==> src/rtl/proc_pkg.sv <==
// Shared writeback types and register-file geometry.
// Used by the commit arbiter and its load skid FIFO.
package proc_pkg;

  localparam int REG_AW   = 4;
  localparam int DATA_W   = 32;
  localparam int NUM_REGS = 16;

  typedef struct packed {
    logic [REG_AW-1:0] rd;
    logic [DATA_W-1:0] data;
    logic              kill;
  } wb_entry_t;

endpackage

==> src/rtl/wb_skid_fifo.sv <==
// Load-return skid FIFO with kill-by-address and
// per-entry live-match outputs for hazard queries.
module wb_skid_fifo
  import proc_pkg::*;
#(
  parameter int DEPTH = 4
) (
  input  logic                      clk,
  input  logic                      rst_n,
  input  logic                      i_push,
  input  logic [REG_AW-1:0]         i_push_reg,
  input  logic [DATA_W-1:0]         i_push_data,
  input  logic                      i_push_kill,
  input  logic                      i_pop,
  input  logic                      i_kill,
  input  logic [REG_AW-1:0]         i_kill_reg,
  input  logic [REG_AW-1:0]         i_q1,
  input  logic [REG_AW-1:0]         i_q2,
  output logic [REG_AW-1:0]         o_head_reg,
  output logic [DATA_W-1:0]         o_head_data,
  output logic                      o_head_kill,
  output logic                      o_empty,
  output logic                      o_full,
  output logic [$clog2(DEPTH):0]    o_count,
  output logic [DEPTH-1:0]          o_hit1,
  output logic [DEPTH-1:0]          o_hit2
);

  localparam int PW = $clog2(DEPTH);
  localparam int CW = PW + 1;

  wb_entry_t      r_mem [DEPTH];
  logic [PW-1:0]  r_wr;
  logic [PW-1:0]  r_rd;
  logic [CW-1:0]  r_count;
  logic [DEPTH-1:0] w_occ;

  assign o_head_reg  = r_mem[r_rd].rd;
  assign o_head_data = r_mem[r_rd].data;
  assign o_head_kill = r_mem[r_rd].kill;
  assign o_empty     = (r_count == '0);
  assign o_full      = (r_count == CW'(DEPTH));
  assign o_count     = r_count;

  // Slot i is occupied when its distance from the head is below count.
  always_comb begin
    w_occ  = '0;
    o_hit1 = '0;
    o_hit2 = '0;
    for (int i = 0; i < DEPTH; i++) begin
      w_occ[i]  = ({1'b0, PW'(i) - r_rd} < r_count);
      o_hit1[i] = w_occ[i] & !r_mem[i].kill
                  & (r_mem[i].rd == i_q1);
      o_hit2[i] = w_occ[i] & !r_mem[i].kill
                  & (r_mem[i].rd == i_q2);
    end
  end

  always_ff @(posedge clk or negedge rst_n) begin
    if (!rst_n) begin
      r_wr    <= '0;
      r_rd    <= '0;
      r_count <= '0;
      for (int i = 0; i < DEPTH; i++)
        r_mem[i] <= '0;
    end else begin
      if (i_kill) begin
        for (int i = 0; i < DEPTH; i++)
          if (r_mem[i].rd == i_kill_reg)
            r_mem[i].kill <= 1'b1;
      end
      if (i_push) begin
        r_mem[r_wr] <= '{rd:   i_push_reg,
                         data: i_push_data,
                         kill: i_push_kill};
        r_wr <= r_wr + 1'b1;
      end
      if (i_pop)
        r_rd <= r_rd + 1'b1;
      r_count <= r_count + CW'(i_push) - CW'(i_pop);
    end
  end

endmodule

==> src/rtl/regfile_write_commit.sv <==
// Register-file write port arbiter: ALU results win,
// loads queue behind them with WAW kills and busy flags.
module regfile_write_commit
  import proc_pkg::*;
#(
  parameter int DEPTH   = 4,
  parameter bit DROP_R0 = 1'b0
) (
  input  logic                   clk,
  input  logic                   rst_n,
  input  logic                   alu_valid,
  input  logic [REG_AW-1:0]      alu_reg,
  input  logic [DATA_W-1:0]      alu_data,
  input  logic                   ld_valid,
  output logic                   ld_ready,
  input  logic [REG_AW-1:0]      ld_reg,
  input  logic [DATA_W-1:0]      ld_data,
  output logic                   write_enable,
  output logic [REG_AW-1:0]      write_reg,
  output logic [DATA_W-1:0]      write_data,
  input  logic [REG_AW-1:0]      q_reg1,
  input  logic [REG_AW-1:0]      q_reg2,
  output logic                   q_busy1,
  output logic                   q_busy2,
  output logic [$clog2(DEPTH):0] fifo_count,
  output logic                   drained
);

  logic              r_we;
  logic [REG_AW-1:0] r_reg;
  logic [DATA_W-1:0] r_data;

  logic              w_alu_ok;
  logic              w_ld_ok;
  logic              w_bypass;
  logic              w_push;
  logic              w_push_kill;
  logic              w_pop;
  logic              w_empty;
  logic              w_full;
  logic [REG_AW-1:0] w_head_reg;
  logic [DATA_W-1:0] w_head_data;
  logic              w_head_kill;
  logic [DEPTH-1:0]  w_hit1;
  logic [DEPTH-1:0]  w_hit2;

  assign ld_ready    = !w_full;
  assign w_alu_ok    = alu_valid & !(DROP_R0 & (alu_reg == '0));
  assign w_ld_ok     = ld_valid & !w_full
                       & !(DROP_R0 & (ld_reg == '0));
  assign w_pop       = !w_alu_ok & !w_empty;
  assign w_bypass    = w_ld_ok & w_empty & !w_alu_ok;
  assign w_push      = w_ld_ok & !w_bypass;
  // A same-cycle load to the ALU's register is older: born dead.
  assign w_push_kill = w_alu_ok & (alu_reg == ld_reg);

  wb_skid_fifo #(.DEPTH(DEPTH)) u_fifo (
    .clk         (clk),
    .rst_n       (rst_n),
    .i_push      (w_push),
    .i_push_reg  (ld_reg),
    .i_push_data (ld_data),
    .i_push_kill (w_push_kill),
    .i_pop       (w_pop),
    .i_kill      (w_alu_ok),
    .i_kill_reg  (alu_reg),
    .i_q1        (q_reg1),
    .i_q2        (q_reg2),
    .o_head_reg  (w_head_reg),
    .o_head_data (w_head_data),
    .o_head_kill (w_head_kill),
    .o_empty     (w_empty),
    .o_full      (w_full),
    .o_count     (fifo_count),
    .o_hit1      (w_hit1),
    .o_hit2      (w_hit2)
  );

  always_ff @(posedge clk or negedge rst_n) begin
    if (!rst_n) begin
      r_we   <= 1'b0;
      r_reg  <= '0;
      r_data <= '0;
    end else begin
      unique case (1'b1)
        w_alu_ok: begin
          r_we   <= 1'b1;
          r_reg  <= alu_reg;
          r_data <= alu_data;
        end
        w_pop: begin
          r_we <= !w_head_kill;
          if (!w_head_kill) begin
            r_reg  <= w_head_reg;
            r_data <= w_head_data;
          end
        end
        w_bypass: begin
          r_we   <= 1'b1;
          r_reg  <= ld_reg;
          r_data <= ld_data;
        end
        default: r_we <= 1'b0;
      endcase
    end
  end

  assign write_enable = r_we;
  assign write_reg    = r_reg;
  assign write_data   = r_data;
  assign drained      = w_empty & !r_we;
  assign q_busy1      = (r_we & (r_reg == q_reg1)) | (|w_hit1);
  assign q_busy2      = (r_we & (r_reg == q_reg2)) | (|w_hit2);

endmodule

==> config.mk <==
export PLATFORM = sky130hd
export DESIGN_NAME = regfile_write_commit
export DESIGN_NICKNAME = d
export VERILOG_FILES = /design/src/rtl/proc_pkg.sv /design/src/rtl/wb_skid_fifo.sv /design/src/rtl/regfile_write_commit.sv
export SDC_FILE = /design/constraint.sdc
export NUM_CORES = 1
export LEC_CHECK = 0
export ABC_AREA = 1
export ABC_CLOCK_PERIOD_IN_PS = 6700
export CORE_MARGIN = 2
export CORE_UTILIZATION = 45
export DETAILED_ROUTE_END_ITERATION = 8
export PLACE_DENSITY = 0.66
export SETUP_SLACK_MARGIN = 0.5
export SLEW_MARGIN = 20
export SYNTH_ARGS = -nofsm -noshare
export SYNTH_HDL_FRONTEND = slang
export SYNTH_SLANG_ARGS = --single-unit
==> constraint.sdc <==
create_clock -name clk -period 6.7 [get_ports clk]
set_input_delay 1.34 -clock clk [delete_from_list [all_inputs] [get_ports clk]]
set_output_delay 1.34 -clock clk [all_outputs]
set_load 0.02 [all_outputs]
==> results of run 1 <==
where the power goes:
| part | switching (uW) | leakage (uW) | internal [uW] |
|---|---|---|---|
| Combinational | 1800 | 0.00417 | 984 |
| Clock | 483 | 0.000280 | 568 |
| Sequential | 374 | 0.00240 | 1690 |
worst max-delay path: cells and delay by family (launching register included):
family	cells	cell delay, ns
AND/OR/NAND/NOR	8	0.85
adder cells (fa/ha/maj)	1	0.26
flip-flops	1	0.36
buffers and inverters	4	1.43
metal layers:
| metal | vias to the layer above | GRT usage (%) | share of wire [%] |
|---|---|---|---|
| met5 | - | 0 | 0 |
| met4 | 0 | 6.82 | 1.7 |
| met3 | 41 | 3.56 | 5.5 |
| met1 | 4703 | 36.8 | 46 |
| met2 | 325 | 43.4 | 47 |
| li1 | 4975 | - | - |
cell type report:
type | count | area share, %
clock inverter | 13 | 1.21
multi-input combinational | 1257 | 41.7
sequential | 192 | 38.2
inverter | 53 | 1.58
timing repair buffer | 136 | 10.7
tap | 319 | 3.17
clock buffer | 19 | 3.52
cell families (layout without fill, tap and decap cells):
group	count (synthesis)	after routing	synth area share (%)
buffers and inverters	134	221	6.07
adders and majority gates	11	11	1.36
xor gates and xnor gates	25	25	2.05
AOI/OAI and AO/OA	37	37	1.73
DFF	192	192	44.9
and+or+nand+nor	1184	1184	43.9
path summary, 6_finish.rpt:
path | end | slack (ns) | cells past startpoint | startpoint
setup / recovery | q_busy2 | 2.04 | 13 | u_fifo.r_rd[0]
hold / removal | u_fifo.r_mem[143] | 0.48 | 2 | u_fifo.r_mem[143]
setup reg to reg | write_data[31] | 3.23 | 9 | u_fifo.o_count[0]
hold reg to reg | u_fifo.r_mem[143] | 0.48 | 2 | u_fifo.r_mem[143]
max in group asynchronous | u_fifo.r_mem[62] | 4.48 | 2 | rst_n
min in group asynchronous | write_data[6] | 0.94 | 1 | rst_n
metrics by stage:
stage	cell area (um2)	power [uW]	hold WS (ns)	setup WS (ns)	cells
2_1_floorplan	10700	3950	0.449	3.21	1583
3_3_place_gp	12000	4800	0.462	2.19	1957
3_5_place_dp	12000	4850	0.465	2.08	1957
4_1_cts	12600	5910	0.483	2.03	1989
5_1_grt	12600	6380	0.494	1.82	1989
6_report	12600	5900	0.479	2.04	1989
placed cells by master (no fill, tap or decap), types with 10 or more instances in the layout:
cell type	count
xnor2_1	18
nand2_1	1017
nand3_1	117
ha_1	10
o21ai_0	30
nor2_1	33
clkbuf_16	17
inv_1	49
clkdlybuf4s50_1	126
dfrtp_1	191
==> impl_metrics.tcl, run 1 <==
set metrics [dict create \
    rsz0062_at_grt "false" \
    synth_area_leader_cell "dfrtp_1" \
    synth.cells.most_frequent "nand2_1 (1018), dfrtp_1 (192), nand3_1 (117)" \
    grt.total_usage_pct 26.3 \
    ctsResizeCount 0 \
    tightestPinTransition_ns 0.991 \
    chipHeight_um 158 \
    cts_buffers 17 \
    hold_viol 0 \
    area.growth.synth_to_final_pct 17.7 \
    cp.required_ns 5.36 \
    synth_area_per_cell_um2 6.76 \
    cts_tree "done" \
    synth_cells 1583 \
    synth-warning-count 0 \
    drive_gt1_share_pct 3.65 \
    ys_top_cells_by_area "dfrtp_1 (45%), nand2_1 (36%), nand3_1 (5.5%), inv_1 (1.8%), buf_2 (1.7%)" \
    drt_iter0_drc 832 \
    synth_top_area_share_pct 44.9 \
    largest_reg_flops 148 \
    hold_path.class "flip-flop to flip-flop" \
    critPathArrivalTime_ns 3.32 \
    yosysMostFrequentCell "nand2_1" \
    routabilityCongestion 0.849 \
    viasPerCell 5.05 \
    cts_max_path_buffers 2 \
    core_um2 23400 \
    grt_pass1_vias 9577 \
    synth-seq-cells 192 \
    multi_input_area_um2 5260 \
    grt_max_degree 82 \
    finClkSkew_ns 0.0133 \
    drv_cap 0 \
    clock-sinks 192 \
    dieArea_um2 25000 \
    nFillCells 2363 \
    final-setup-viol-count 0 \
    final.setup.tns_ns 0 \
    timing.final.crit_share_pct 69.6 \
    antenna_found_initial 0 \
    critPathMaxStageDelay_ns 0.73 \
    powerDensity_nw_per_um2 468 \
    grt_pass1_wl_um 51300 \
    yosysSeqAreaShare_pct 44.9 \
    start_util_pct 45.7 \
    detail_route.wl_per_cell_um 15.9 \
    cpMaxStageDelayCell "buf_4" \
    port-buffer-count 127 \
    syn_nets 1678 \
    syn_area_um2 10700 \
    clk_pin_slew_ns 0.07 \
    irDropWorstVdd_uv 266 \
    finish.utilization_pct 53.8 \
    cpMostUsedCell "nand2_1" \
    drc 0 \
    drv_slew 0 \
    status "finished clean" \
    cts-root-buf "clkbuf_16" \
    max_slew_margin_pct 33.7 \
    seq_area_um2 4810 \
    synth-edff-count 0 \
    place_hpwl_um 18700 \
    critPathMaxFanout 78 \
    period_minus_slack_ns 4.66 \
    row_count 56 \
    fmax_ghz 0.214 \
    drtPass1Iterations 5 \
    vias 10000 \
    antenna_cells 0 \
    grt-ovfl-total 0 \
    crit_chain "buf_4 > nand2_1 > nand2_1 > inv_1 > ha_1 > nand3_1 > nand2_1 > nor2_1 > nand2_1 > nand2_1 > inv_1 > nand2_1 > clkdlybuf4s50_1" \
    ctsHoldBuffers 0 \
    critPathKind "flip-flop to output port" \
    cts_setup_buffers 0 \
    synth_top_flop_cell "dfrtp_1" \
    startpoint_type "flip-flop" \
    cp-end-kind "output port" \
    ant_nets 0 \
    io_pins 128 \
    nets 1752 \
    clock_latency_ns 0.45 \
    wl_um 31600 \
    h-tree-depth 4 \
    die_x_um 158 \
    ys_types 24 \
    synthArstFlopShare_pct 100 \
    leakagePower_uw 0.00685 \
]
Power figures use the tool's default switching activity.
==> run 2: changes to the inputs <==
--- a/config.mk
+++ b/config.mk
@@ -6,11 +6,11 @@
 export NUM_CORES = 1
 export LEC_CHECK = 0
 export ABC_AREA = 1
-export ABC_CLOCK_PERIOD_IN_PS = 6700
+export ABC_CLOCK_PERIOD_IN_PS = 4200
 export CORE_MARGIN = 2
 export CORE_UTILIZATION = 45
 export DETAILED_ROUTE_END_ITERATION = 8
-export PLACE_DENSITY = 0.66
+export PLACE_DENSITY = 0.68
 export SETUP_SLACK_MARGIN = 0.5
 export SLEW_MARGIN = 20
 export SYNTH_ARGS = -nofsm -noshare
==> constraint.sdc (replaced) <==
create_clock -name clk -period 4.2 [get_ports clk]
set_input_delay 0.84 -clock clk [delete_from_list [all_inputs] [get_ports clk]]
set_output_delay 0.84 -clock clk [all_outputs]
set_load 0.02 [all_outputs]
==> run 2 against run 1 <==
Compared with the run above: sequential power increased by 60%; non-clock buffer count is 10 higher; combinational power rose by 60%; register-to-register slack lost 1.5 ns; die area unchanged; clock power is 69% higher; largest cell class unchanged; via count grew 0.71%; cell area grew 1.1%; clock-buffer cell count down 1.
==> impl_metrics.tcl, run 2 (synthesized netlist as in run 1, its figures left out) <==
set metrics [dict create \
    status "finished clean" \
    viasPerCell 5.06 \
    port-buffer-count 127 \
    drv_slew 0 \
    grt_pass1_wl_um 50500 \
    grt-ovfl-total 0 \
    fmax_ghz 0.282 \
    cts_buffers 17 \
    final-setup-viol-count 0 \
    io_pins 128 \
    drc 0 \
    die_x_um 158 \
    ctsHoldBuffers 0 \
    max_slew_margin_pct 36.1 \
    irDropWorstVdd_uv 342 \
    whs_ns 0.461 \
    ant_nets 0 \
    period_minus_slack_ns 3.54 \
    dieArea_um2 25000 \
    routabilityCongestion 0.880 \
    multi_input_area_um2 5260 \
    critPathMaxFanout 7 \
    finish.utilization_pct 54.4 \
    timing.final.crit_share_pct 84.3 \
    drive_gt1_share_pct 4.40 \
    r2r-start "u_fifo.o_count[2]" \
    largest_reg_flops 148 \
    nFillCells 2357 \
    nets 1762 \
    powerDensity_nw_per_um2 748 \
    cp-end-kind "output port" \
    cts_max_path_buffers 2 \
    r2r_slack_ns 1.72 \
    core_um2 23400 \
    antenna_cells 0 \
    r2r_end "u_fifo.r_mem[144]" \
    start_util_pct 45.7 \
    final_common_cell "nand2_1" \
    row_count 56 \
    finClkSkew_ns 0.0141 \
    hold_path.class "primary input to asynchronous set/reset pin" \
    hold_viol 0 \
    grt.total_usage_pct 25.9 \
    leakagePower_uw 0.00693 \
    grt_pass1_vias 9700 \
    rr_worst_depth 7 \
    cts_tree "done" \
    chipHeight_um 158 \
    clock-sinks 192 \
    cp.required_ns 3.36 \
    clk_pin_slew_ns 0.08 \
    clock_latency_ns 0.45 \
    h-tree-depth 4 \
    cts-root-buf "clkbuf_16" \
    drtPass1Iterations 8 \
    drt_iter0_drc 789 \
    antenna_found_initial 0 \
    grt_use_met3_pct 4.27 \
    tightestPinTransition_ns 0.955 \
    met2_usage_pct 43.7 \
    drv_cap 0 \
    place_hpwl_um 18800 \
    critPathKind "primary input to output port" \
    critPathArrivalTime_ns 2.70 \
    busiest_layer "met2" \
    final.setup.tns_ns 0 \
    vias 10100 \
    seq_area_um2 4810 \
    final_cell_mix "nand2_1 (1017), dfrtp_1 (190), clkdlybuf4s50_1 (126)" \
    grtUsageMet1_pct 33.9 \
    startpoint_type "primary input" \
    wl_um 31200 \
    rsz0062_at_grt "false" \
    grt_max_degree 94 \
    detail_route.wl_per_cell_um 15.6 \
    area.growth.synth_to_final_pct 18.9 \
]
-- run 2: metrics by stage --
| step | cell area [um2] | power, uW | std cells | worst slack, ns |
|---|---|---|---|---|
| 3_5_place_dp | 12100 | 7720 | 1964 | 0.680 |
| 4_1_cts | 12700 | 9510 | 1996 | 0.590 |
| 6_report | 12700 | 9520 | 1999 | 0.660 |
| 3_3_place_gp | 12100 | 7650 | 1964 | 0.684 |
| 5_1_grt | 12700 | 10300 | 1999 | 0.530 |
| 2_1_floorplan | 10700 | 6300 | 1583 | 1.49 |
-- run 2: worst max-delay path: stages --
cell and delay (ns):
clkdlybuf4s50_1 0.52, or2_2 0.32, a21oi_1 0.13, nand2_1 0.07
nor2_1 0.09, nor2_1 0.05, nand2_1 0.06, clkdlybuf4s50_1 0.61
-- run 2: how the worst max path moves through the flow --
| stage | startpoint | end |
|---|---|---|
| finish | q_reg2[0] | q_busy2 |
| global route | q_reg1[3] | q_busy1 |
| global placement | q_reg2[0] | q_busy2 |
| floorplan | u_fifo.r_rd[0] | q_busy1 |
| CTS | u_fifo.r_rd[1] | q_busy2 |
| detailed placement | q_reg2[0] | q_busy2 |
-- run 2: final cells by class --
type,count,area share (%)
multi-input cells,1257,41.3
flip-flops and latches,192,37.8
repair buffers,146,11.3
clock buffers,18,3.45
well taps,319,3.13
inverters,53,1.56
clock inverters,14,1.54
-- run 2: timing repair --
item                                   in CTS  in global routing
setup buffers                               0                  3
endpoints found under the hold margin       0                  0
setup endpoints to repair                   2                  2
gates resized for setup                     1                  2
-- run 2: report_power, final --
part / switching [uW] / total [uW] / leakage [uW] / internal, uW
logic: 2840 / 4440 / 0.00422 / 1600
clock network: 790 / 1770 / 0.000304 / 975
registers: 612 / 3310 / 0.00240 / 2700
-- run 2: layer usage --
layer / wire, um / up-vias
met4: 753 / 0
li1: - / 4991
met3: 1970 / 55
met2: 14700 / 343
met1: 13800 / 4726
met5: 0 / -
